## src/rtl/pwm_sequencer.sv

```systemverilog
// rtl/pwm_sequencer.sv - PWM generator and timed channel-mask sequencer for the LED output selector
module pwm_sequencer #(
   parameter int N_OUTPUTS = 16,
   parameter int N_STEPS   = 4,
   parameter int PRESCALE  = 1000
) (
   input  logic                 clk,
   input  logic                 rst,
   input  logic [3:0]           addr,
   input  logic [31:0]          WD,
   input  logic                 WE,
   output logic [31:0]          RD,
   output logic [N_OUTPUTS-1:0] sel_WD,
   output logic                 sel_WE,
   output logic                 PWM
);

   localparam int SW = (N_STEPS > 1) ? $clog2(N_STEPS) : 1;
   localparam int PW = (PRESCALE > 1) ? $clog2(PRESCALE) : 1;

   typedef enum logic [1:0] {IDLE, LOAD, HOLD, DONE} state_t;

   state_t               state, next_state;
   logic [SW-1:0]        step, next_step;
   logic                 run, loop_en;
   logic [7:0]           duty, duty_shadow, pwm_cnt;
   logic [15:0]          step_len;
   logic [N_OUTPUTS-1:0] pattern [N_STEPS];
   logic [PW-1:0]        presc;
   logic [15:0]          ticks;
   logic [16:0]          len_eff;
   logic                 tick, step_end;
   logic                 unused_wd;

   assign unused_wd = ^WD;

   // Register file; DONE's clear of RUN is placed last so it beats a same-cycle write.
   always_ff @(posedge clk or posedge rst) begin
      if (rst) begin
         run      <= 1'b0;
         loop_en  <= 1'b0;
         duty     <= '0;
         step_len <= '0;
         for (int k = 0; k < N_STEPS; k++) pattern[k] <= '0;
      end else begin
         if (WE) begin
            case (addr)
               4'd0: begin
                  run     <= WD[0];
                  loop_en <= WD[1];
               end
               4'd1:    duty     <= WD[7:0];
               4'd2:    step_len <= WD[15:0];
               default: ;
            endcase
            for (int k = 0; k < N_STEPS; k++) begin
               if (addr == 4'(4 + k)) pattern[k] <= WD[N_OUTPUTS-1:0];
            end
         end
         if (state == DONE) run <= 1'b0;
      end
   end

   // Shadow reloads only at the wrap so a duty change never cuts a period short.
   always_ff @(posedge clk or posedge rst) begin
      if (rst) begin
         pwm_cnt     <= '0;
         duty_shadow <= '0;
      end else begin
         pwm_cnt <= pwm_cnt + 8'd1;
         if (pwm_cnt == 8'hFF) duty_shadow <= duty;
      end
   end

   assign PWM = (pwm_cnt < duty_shadow);

   assign len_eff  = (step_len == 16'd0) ? 17'd1 : {1'b0, step_len};
   assign tick     = (presc == PW'(PRESCALE - 1));
   assign step_end = (state == HOLD) && tick && (({1'b0, ticks} + 17'd1) >= len_eff);

   always_ff @(posedge clk or posedge rst) begin
      if (rst) begin
         presc <= '0;
         ticks <= '0;
      end else if (state == LOAD) begin
         presc <= '0;
         ticks <= '0;
      end else if (state == HOLD) begin
         if (tick) begin
            presc <= '0;
            ticks <= ticks + 16'd1;
         end else begin
            presc <= presc + 1'b1;
         end
      end
   end

   always_ff @(posedge clk or posedge rst) begin
      if (rst) begin
         state <= IDLE;
         step  <= '0;
      end else begin
         state <= next_state;
         step  <= next_step;
      end
   end

   always_comb begin
      next_state = state;
      next_step  = step;
      case (state)
         IDLE: begin
            if (run) begin
               next_state = LOAD;
               next_step  = '0;
            end
         end
         LOAD: next_state = run ? HOLD : DONE;
         HOLD: begin
            if (!run) begin
               next_state = DONE;
            end else if (step_end) begin
               if (step != SW'(N_STEPS - 1)) begin
                  next_step  = step + 1'b1;
                  next_state = LOAD;
               end else if (loop_en) begin
                  next_step  = '0;
                  next_state = LOAD;
               end else begin
                  next_state = DONE;
               end
            end
         end
         DONE:    next_state = IDLE;
         default: next_state = IDLE;
      endcase
   end

   always_comb begin
      sel_WE = (state == LOAD) || (state == DONE);
      sel_WD = '0;
      if (state == LOAD) sel_WD = pattern[step];
   end

   always_comb begin
      RD = '0;
      case (addr)
         4'd0: begin
            RD[0]   = run;
            RD[1]   = loop_en;
            RD[2]   = (state != IDLE);
            RD[6:4] = 3'(step);
         end
         4'd1:    RD[7:0]  = duty;
         4'd2:    RD[15:0] = step_len;
         default: ;
      endcase
      for (int k = 0; k < N_STEPS; k++) begin
         if (addr == 4'(4 + k)) RD[N_OUTPUTS-1:0] = pattern[k];
      end
   end

endmodule
```

## config.mk

```make
export PLATFORM = sky130hd
export DESIGN_NAME = pwm_sequencer
export DESIGN_NICKNAME = d
export VERILOG_FILES = /design/src/rtl/pwm_sequencer.sv
export SDC_FILE = /design/constraint.sdc
export NUM_CORES = 1
export LEC_CHECK = 0
export BUFFER_PORTS_ARGS = -buffer_cell sky130_fd_sc_hd__buf_2
export CORE_UTILIZATION = 57
export CTS_CLUSTER_DIAMETER = 100
export DETAILED_ROUTE_END_ITERATION = 8
export PLACE_DENSITY = 0.8
export SYNTH_ARGS = -nofsm -noshare
export SYNTH_HDL_FRONTEND = slang
export SYNTH_SLANG_ARGS = --single-unit
```

## constraint.sdc

```tcl
create_clock -name clk -period 10.4 [get_ports clk]
set_input_delay 2.08 -clock clk [delete_from_list [all_inputs] [get_ports clk]]
set_output_delay 2.08 -clock clk [all_outputs]
set_load 0.03 [all_outputs]
```

==> key figures <==
Power
  – Combinational power share: 28.1%
  – Net Sw Frac: 34.79%
  – PD cells: approximately 210 nW/um^2
  – Leak Pwr: between 4 and 5 nW
  – Sw power: 0.6509 mW
  – Peak supply drop: 0.1458 mV
  – Sequential share of power: 39.3%
  – Int Pwr: 1.220 mW
  – Clock power share: 32.6%

Worst setup path
  – R2r endpoint: step[1]
  – Slowest cell on the critical path: buf_2
  – Most Frequent Cell on Critical Path: buf_2
  – CP Data Arrival Time: 4350 ps
  – CP Class: in -> out
  – Crit path capture: RD[11]
  – CP Launch Point: addr[0]
  – Crit path cell chain: buf_2 > inv_2 > nor4b_4 > buf_4 > a222oi_1 > a21oi_1 > buf_2
  – Max incr delay on CP: 540 ps
  – Worst r2r path cells: 13
  – Max Fanout on Critical Path: 24
  – Worst Setup End Kind: primary output
  – Worst path depth: 7
  – R2R setup slack: 6290 ps
  – R2r startpoint: ticks[0]
  – Worst Path Buf+Inv: 4
  – Top delay family on crit path: buffers and inverters
  – Required @ worst endpoint: 8320 ps
  – Critical path startpoint category: primary input

Synth
  – Yosys top cell area share: 43.53%
  – Register area share after synthesis: 43.53%
  – Fraction of registers with async set/reset: 100.0%
  – Netlist Area Pre-Place: between 7000 and 8000 sq um
  – Mapped Cells: 711
  – Main synth FF type: dfrtp_1
  – Synth area leaders: dfrtp_1 (44%), mux2_2 (13%), ha_1 (5.0%), mux4_2 (4.6%), nand2_1 (3.2%)
  – Distinct cells, synth: 58
  – Post-synth top area cell: dfrtp_1
  – Post-synth EDFFs: 0
  – Ys Warns: 0
  – Syn avg cell area: 11.00 sq um
  – Yosys reg bits: 136

Finish
  – Multi-input logic area: 4035 sq um
  – Final cell count without fillers: about 940
  – Filler Cell Count: 947
  – Layout Area Growth over Synthesis: 11.59%
  – Commonest non-fill, non-tap cell in the layout: dfrtp_1
  – Register area: 3403 sq um
  – Most frequent cells in the layout: dfrtp_1 (136), mux2_2 (87), nand2_1 (66)
  – Layout cells sized above 1: between 20% and 30%
  – Nets: 823

Placed design
  – Dpl hpwl: 12,370 um
  – Pre-CTS worst setup slack: 4089 ps
  – Inst Count DP: 910
  – PortBufs: 56
  – Routability cong.: 0.8377

Global routing
  – Global-route usage over all layers: 28.21%
  – Grt ovf: 0
  – GR Util met1: 33.74%
  – Initial antenna violation count: 3
  – Vias in the first global route: 6,036
  – Largest net degree at the start of global routing: between 80 and 90
  – Busiest layer in global routing: met2
  – Met3 usage: ~6.6%
  – First-pass GRT wire length: 30,560 um
  – Met2 track demand over resource: roughly 47%

Die
  – Initial Util: 58.81%
  – Ports: 89
  – Row cnt: 42
  – Die Area: 14,190 sq um
  – Die Y: 119.1 um
  – Core footprint: 13,300 sq um
  – Die Width: 119.1 um

Clock network
  – Clk buf depth: 2
  – Setup bufs post-CTS: 0
  – Clock root buffer: clkbuf_16
  – Clk Latency, worst-skew pair: 420 ps
  – Clock slew at reported path FFs: 60 ps
  – TritonCTS buffer count: 17
  – CTS tree: done
  – # resized after CTS: 0
  – CTS hold repair buffers: 0
  – CTS Sinks: 136
  – CTS H-tree depth: 4

Detailed routing
  – DRT Pass-1 Iters: 7
  – DR WL/cell: 20.18 um
  – Starting DRC count in detailed routing: 589
  – Drt drc: 0
  – Detail Route Antenna Nets: 0
  – Total Routed Length: 19,030 um
  – Via count: 5,905
  – Vias per cell: 6.262

Timing
  – Crit path time final: ~6400 ps
  – Fin Setup TNS: 0 ps
  – Final Max Tran Viols: 0
  – Slew HR: 25.27%
  – Setup slack after layout: 3969 ps
  – Crit share post-route: 61.83%
  – Final setup fails: 0
  – Fmax: 155.5 MHz
  – Final Hold Viols: 0
  – RSZ-0062 raised after global routing: false
  – Worst Tran Pin Value: 1118 ps
  – Worst clock skew: around 5.2 ps

Hold path
  – Worst hold path type: reg -> reg

Flow run
  – Maxcap violations: 0

Status
  – Status: finished, final reports clean
## through the flow
stage	area (sq um)	power, mW	hold slack [ps]	util [%]
2_1_floorplan	7875	1.117	435.2	-
4_1_cts	8722	1.873	479.1	65.60
6_report	8725	1.871	477.2	65.62
5_1_grt	8725	1.959	500.3	65.62
3_5_place_dp	8125	1.256	472.1	61.11
3_3_place_gp	8125	1.220	458.7	61.11
## worst min path at each step
stage                from    endpoint  slack (ps)  cells past startpoint
4_1_cts        pwm_cnt[0]  pwm_cnt[0]         480                      1
3_3_place_gp   pwm_cnt[0]  pwm_cnt[0]         460                      1
5_1_grt        pwm_cnt[0]  pwm_cnt[0]         500                      1
6_report       pwm_cnt[0]  pwm_cnt[0]         480                      1
2_1_floorplan  pwm_cnt[0]  pwm_cnt[0]         440                      1
3_5_place_dp   pwm_cnt[0]  pwm_cnt[0]         470                      1
## synth_stat cells (all sizes together), types with 2 or more instances
cell     count
dfrtp      136
mux2        97
nand2       67
inv         38
buf         33
ha          31
nor2        31
nand3       27
a21oi       25
o21ai       24
clkbuf      20
and2        19
mux4        16
a222oi      13
xnor2       13
nor3        12
xor2        12
a211oi      11
mux2i        8
nand4        7
nor4         7
a21o         6
a22oi        5
a31o         5
a31oi        5
o211ai       4
o31ai        4
a221oi       3
nor2b        3
nor4b        3
a41o         2
nand2b       2
o21a         2
o21bai       2
o2bb2ai      2
or2          2
## cells by family (layout without fill, tap and decap cells)
group	count (synthesis)	after routing	synth area share (%)
simple gates	188	188	12.61
flops	136	136	43.53
mux	121	121	20.08
compound gates	117	117	10.39
buf+inv	92	132	5.585
fa+ha+maj	31	31	4.961
xor+xnor	25	25	2.800
other cells	1	17	0.04796
## state kept, by name, indices dropped and copies added (netlist names)
register     cells
step_len        16
state            2
duty_shadow      8
ticks           16
step             2
presc           10
pattern         64
pwm_cnt          8
loop_en          1
run              1
duty             8
## power groups by stage
| stage | logic, mW | clock network [mW] | registers (mW) |
|---|---|---|---|
| 3_5_place_dp | 0.519 | 0 | 0.737 |
| 3_3_place_gp | 0.493 | 0 | 0.727 |
| 4_1_cts | 0.525 | 0.617 | 0.730 |
| 2_1_floorplan | 0.419 | 0 | 0.698 |
| 6_report | 0.525 | 0.611 | 0.735 |
| 5_1_grt | 0.574 | 0.641 | 0.744 |
## metal layers
metal	wire (um)	up-vias
met5	10	-
met4	599	2
met3	1424	60
met2	9566	266
met1	7433	2960
li1	-	2617
## layout make-up
cell class                 count  share of cell area [%]
timing repair buffer          61                   3.643
antenna                        1                 0.02868
multi-input combinational    498                   46.25
clock inverter                12                   1.606
clock buffer                  20                   5.234
inverter                      39                   1.707
tap                          176                   2.524
sequential                   136                   39.01
(Power assumes the default switching activity.)
